File: src/rtl/regbank_pkg.sv
// Shared constants and enums for the register-bank arbiter and its dump sequencer.
package regbank_pkg;

  localparam int NREGS_DEF = 8;
  localparam int DW_DEF    = 16;
  localparam int AW_DEF    = 3;

  typedef enum logic [1:0] {ARB, DUMP, FLUSH} state_e;
  typedef enum logic {REQ_CPU, REQ_DBG} req_e;

endpackage

File: src/rtl/regbank_dump_seq.sv
// Dump sequencer: walks r0..r(NREGS-1) on the bank read port and streams the contents out.
module regbank_dump_seq
  import regbank_pkg::*;
#(
  parameter int NREGS = NREGS_DEF,
  parameter int DW    = DW_DEF,
  parameter int AW    = AW_DEF
) (
  input  logic          clk,
  input  logic          rst,
  input  logic          dump_start,
  input  logic [DW-1:0] rb_rdata,
  output logic          arb_idle,
  output logic          seq_rd,
  output logic [AW-1:0] seq_addr,
  output logic          dump_busy,
  output logic          dump_valid,
  output logic [AW-1:0] dump_idx,
  output logic [DW-1:0] dump_data
);

  localparam logic [AW-1:0] LAST = AW'(NREGS - 1);

  state_e        state_q, state_d;
  logic [AW-1:0] cnt_q, cnt_d;

  always_ff @(posedge clk) begin
    if (!rst) begin
      state_q    <= ARB;
      cnt_q      <= '0;
      dump_valid <= 1'b0;
      dump_idx   <= '0;
      dump_data  <= '0;
    end else begin
      state_q    <= state_d;
      cnt_q      <= cnt_d;
      dump_valid <= (state_q == DUMP);
      if (state_q == DUMP) begin
        dump_idx  <= cnt_q;
        dump_data <= rb_rdata;
      end
    end
  end

  // The last entry is read in DUMP and surfaces during FLUSH.
  always_comb begin
    state_d = state_q;
    cnt_d   = cnt_q;
    case (state_q)
      ARB:   if (dump_start) state_d = DUMP;
      DUMP: begin
        if (cnt_q == LAST) state_d = FLUSH;
        else               cnt_d   = cnt_q + 1'b1;
      end
      FLUSH: begin
        cnt_d   = '0;
        state_d = ARB;
      end
      default: state_d = ARB;
    endcase
  end

  assign arb_idle  = (state_q == ARB);
  assign seq_rd    = (state_q == DUMP);
  assign seq_addr  = cnt_q;
  assign dump_busy = (state_q == DUMP) || (state_q == FLUSH);

endmodule

File: src/rtl/regbank_arbiter.sv
// Arbitrates the single-port register bank between CPU and debug port, plus a bank dump.
// Build option REGBANK_CPU_PRIORITY_EN: CPU wins every tie instead of round-robin.
module regbank_arbiter
  import regbank_pkg::*;
#(
  parameter int NREGS = NREGS_DEF,
  parameter int DW    = DW_DEF,
  parameter int AW    = AW_DEF
) (
  input  logic          clk,
  input  logic          rst,
  input  logic          cpu_req,
  input  logic          cpu_we,
  input  logic [AW-1:0] cpu_addr,
  input  logic [DW-1:0] cpu_wdata,
  output logic          cpu_gnt,
  output logic          cpu_rvalid,
  output logic [DW-1:0] cpu_rdata,
  input  logic          dbg_req,
  input  logic          dbg_we,
  input  logic [AW-1:0] dbg_addr,
  input  logic [DW-1:0] dbg_wdata,
  output logic          dbg_gnt,
  output logic          dbg_rvalid,
  output logic [DW-1:0] dbg_rdata,
  input  logic          dump_start,
  output logic          dump_busy,
  output logic          dump_valid,
  output logic [AW-1:0] dump_idx,
  output logic [DW-1:0] dump_data,
  output logic          rb_we,
  output logic [AW-1:0] rb_addr,
  output logic [DW-1:0] rb_wdata,
  input  logic [DW-1:0] rb_rdata
);

  logic          arb_idle;
  logic          seq_rd;
  logic [AW-1:0] seq_addr;
  logic          arb_en;

  regbank_dump_seq #(
    .NREGS(NREGS),
    .DW   (DW),
    .AW   (AW)
  ) u_dump_seq (
    .clk       (clk),
    .rst       (rst),
    .dump_start(dump_start),
    .rb_rdata  (rb_rdata),
    .arb_idle  (arb_idle),
    .seq_rd    (seq_rd),
    .seq_addr  (seq_addr),
    .dump_busy (dump_busy),
    .dump_valid(dump_valid),
    .dump_idx  (dump_idx),
    .dump_data (dump_data)
  );

  // Grants are suppressed while reset is asserted so no access slips into a reset cycle.
  assign arb_en = rst & arb_idle;

`ifdef REGBANK_CPU_PRIORITY_EN
  assign cpu_gnt = arb_en & cpu_req;
  assign dbg_gnt = arb_en & dbg_req & ~cpu_req;
`else
  req_e last_winner;
  logic cpu_wins;

  assign cpu_wins = cpu_req & (~dbg_req | (last_winner == REQ_DBG));
  assign cpu_gnt  = arb_en & cpu_wins;
  assign dbg_gnt  = arb_en & dbg_req & ~cpu_wins;

  always_ff @(posedge clk) begin
    if (!rst)         last_winner <= REQ_DBG;
    else if (cpu_gnt) last_winner <= REQ_CPU;
    else if (dbg_gnt) last_winner <= REQ_DBG;
  end
`endif

  always_comb begin
    rb_we    = 1'b0;
    rb_addr  = '0;
    rb_wdata = '0;
    if (cpu_gnt) begin
      rb_we    = cpu_we;
      rb_addr  = cpu_addr;
      rb_wdata = cpu_wdata;
    end else if (dbg_gnt) begin
      rb_we    = dbg_we;
      rb_addr  = dbg_addr;
      rb_wdata = dbg_wdata;
    end else if (rst && seq_rd) begin
      rb_addr = seq_addr;
    end
  end

  always_ff @(posedge clk) begin
    if (!rst) begin
      cpu_rvalid <= 1'b0;
      cpu_rdata  <= '0;
      dbg_rvalid <= 1'b0;
      dbg_rdata  <= '0;
    end else begin
      cpu_rvalid <= cpu_gnt & ~cpu_we;
      dbg_rvalid <= dbg_gnt & ~dbg_we;
      if (cpu_gnt && !cpu_we) cpu_rdata <= rb_rdata;
      if (dbg_gnt && !dbg_we) dbg_rdata <= rb_rdata;
    end
  end

endmodule

File: config.mk
export PLATFORM = sky130hd
export DESIGN_NAME = regbank_arbiter
export DESIGN_NICKNAME = d
export VERILOG_FILES = /design/src/rtl/regbank_pkg.sv /design/src/rtl/regbank_dump_seq.sv /design/src/rtl/regbank_arbiter.sv
export SDC_FILE = /design/constraint.sdc
export NUM_CORES = 1
export LEC_CHECK = 0
export ABC_AREA = 1
export BUFFER_PORTS_ARGS = -buffer_cell sky130_fd_sc_hd__buf_2
export CORE_ASPECT_RATIO = 1.2
export CORE_MARGIN = 2
export CORE_UTILIZATION = 32
export DETAILED_ROUTE_END_ITERATION = 12
export GPL_TIMING_DRIVEN = 0
export SKIP_CTS_REPAIR_TIMING = 1
export SYNTH_ARGS = -nofsm -noshare
export SYNTH_HDL_FRONTEND = slang
export SYNTH_SLANG_ARGS = --single-unit
File: constraint.sdc
create_clock -name clk -period 1.7 [get_ports clk]
set_input_delay 0.085 -clock clk [delete_from_list [all_inputs] [get_ports clk]]
set_output_delay 0.085 -clock clk [all_outputs]
set_load 0.01 [all_outputs]
==> out/results.ini <==
[timing]
skew_ps = 7.96
setup_slack_ps = -55.0
rsz0062_at_grt = true
tightestPinTransition_ps = 542
hold_viol = 4
post-route-min-period_ps = 1750
hold_ws_ps = -3.61
setup_tns_ps = -417
setup_viol = 17
min_period_over_period = 1.03
relSlewSlack = 0.639
fmax_mhz = 570
drv_slew = 0

[global_route]
gr-usage-all-layers = 0.165
grt_max_degree = 12
grt_pass1_wl_mm = 12.2
grt_pass1_vias = 2676
grt_overflow = 0
antenna_found_initial = 0

[layout]
post-route-util = 0.476
area_growth_pct = 43.4
drive_gt1_frac = 0.349
nNetsFinal = 625
multi_input_area_mm2 = 0.00120
n_fill_cell = 874
antenna_cells = 0
regArea_mm2 = 0.00121
final_cells = 676

[floorplanning]
die_h_um = 105
io_pins = 138
core_mm2 = 0.00820
start_util = 0.332
rows = 36
fp.dieW_um = 88.2
dieArea_mm2 = 0.00926

[hold_path]
whs_endpoint = dbg_rdata[10]$_SDFFE_PN0P_
worstHoldPathCells = 3
hp-class = in -> reg
hp-start = rb_rdata[10]

[route]
ant_nets = 0
first_pass_iters = 6
wirelength_mm = 7.86
vias = 2909
routedWlPerCell_um = 11.6
drc = 0
drtIter0Drc = 73
via_per_inst = 4.30

[clock_network]
insertion_delay_ps = 330
h-tree-depth = 3
clock-sinks = 60
clk_pin_slew_ps = 70
clk_path_buf_depth = 2
numCtsBuffers = 9
cts_tree = built
cts_root_buffer = clkbuf_8

[place]
gp_congestion = 0.783
io_buffers = 137
place_inst = 647
place_ws_ps = 4.31
hpwlAfterDp_mm = 6.02

[worst_setup_path]
cp.required_ps = 1620
reg2reg_from = u_dump_seq.state_q[0]$_SDFFE_PN0P_
critPathSlowestCell = dfxtp_4
cp-startpoint = u_dump_seq.state_q[0]$_SDFFE_PN0P_
r2r_end = dbg_rdata[11]$_SDFFE_PN0P_
end_kind = output pin
start_kind = flip-flop
critPathKind = reg -> out
reg2reg_depth = 9
crit_chain = inv_4, ha_4, nand2_4, nor2_4, nand2_4, inv_6, buf_4, nand2_1, nand2_1, buf_2
max_stage_delay_ps = 360
cp.arrival_ps = 1670
cp_max_fo = 7
rrSetupSlack_ps = 90

[yosys]
synth-seq-cells = 60
syn_nets = 464
yosysSeqAreaShare = 0.441
synth_warnings = 0
syn_inst = 396
syn-cell-area_mm2 = 0.00272
synth_cell_types = 27
synth_area_leaders = dfxtp_1 44%, nand2_1 16%, inv_1 9.0%, nor2_1 9.0%, o22ai_1 3.9%
yosysTopAreaCell = dfxtp_1
syn_area_per_cell_um2 = 6.87
yosysTopAreaCellShare = 0.441

[pwr]
power_density_mw_per_mm2 = 1170
power.leakage_uw = 0.00223
totalPowerFinal_uw = 4580
peakVddDrop_uv = 773

[flow_run]
cap_viol_max_count = 0

[run_status]
status = finished with violations
violations = negative hold slack, negative setup slack

worst max-delay path by stage:
stage	end	slack, ps	depth (start not counted)
finish	rb_wdata[6]	-50	10
floorplan	rb_addr[0]	290	9
CTS	rb_wdata[10]	-370	10
global placement	rb_wdata[10]	40	10
global route	rb_wdata[10]	-140	10
detailed placement	rb_wdata[12]	4	10
cells in the mapped netlist:
cell type / n
nand2_1: 118
inv_1: 65
nor2_1: 65
dfxtp_1: 60
o22ai_1: 17
nand4_1: 16
buf_2: 11
ha_1: 7
o21ai_0: 7
a21oi_1: 4
buf_1: 4
inv_2: 3
nand2_2: 3
nand3_1: 3
a21oi_2: 1
a31oi_1: 1
buf_4: 1
buf_6: 1
clkinv_1: 1
clkinv_2: 1
nand3_2: 1
nand3_4: 1
nand3b_1: 1
nor2_4: 1
nor2_8: 1
o211a_1: 1
or2_1: 1
cells by family after synthesis:
logic type                 after synthesis  synth area share
AOI/OAI and AO/OA                       31            0.0685
DFF                                     60             0.441
adders and majority gates                7            0.0322
and+or+nand+nor                        211             0.328
buffers and inverters                   87             0.130
area by class of cell:
cell class                      count  share of cell area
Clock buffer                       11              0.0337
Inverter                           70              0.0718
Sequential cell                    60               0.309
Multi-Input combinational cell    249               0.308
Tap cell                          114              0.0366
Clock inverter                      5             0.00962
Timing Repair Buffer              150               0.202
Buffer                             17              0.0292
per-layer routing:
layer | global-route usage | routed length (µm) | vias up
li1 | - | - | 1531
met1 | 0.197 | 3430 | 1288
met2 | 0.278 | 3850 | 74
met3 | 0.0427 | 398 | 16
met4 | 0.0660 | 176 | 0
met5 | 0 | 0 | -
registers in the layout (all words and copies together) (netlist names):
signal	count
cpu_rvalid	1
u_dump_seq.dump_data	16
u_dump_seq.state_q	2
u_dump_seq.dump_idx	3
u_dump_seq.dump_valid	1
last_winner	1
dbg_rdata	16
u_dump_seq.seq_addr	3
dbg_rvalid	1
cpu_rdata	16
power by group:
part           switching (µW)  internal (µW)
clock network             580            534
registers                 127           1650
logic                     975            713
layout by cell type (no fill, tap or decap), drive strengths merged:
cell type	n
nand4	16
o211a	1
buf	165
a31oi	1
a21oi	5
nand2	121
or2	1
nor2	67
nand3	5
clkinv	4
o22ai	17
ha	7
nand3b	1
dlygate4sd3	2
inv	69
dfxtp	60
clkinvlp	2
clkbuf	11
o21ai	7
per-stage QoR:
step / hold slack [ps] / cell area, µm²
after floorplan: 220 / 2720
after global placement: 332 / 3550
after detailed placement: 333 / 3550
after CTS: -21.1 / 3720
after global routing: 2.03 / 3900
final: -3.61 / 3900
critical path: cells and delay by family, from the launching register on:
family / cells / cell delay [ps]
DFF: 1 / 360
and+or+nand+nor: 5 / 420
buffers and inverters: 4 / 420
adders and majority gates: 1 / 140
(Power assumes the default switching activity.)
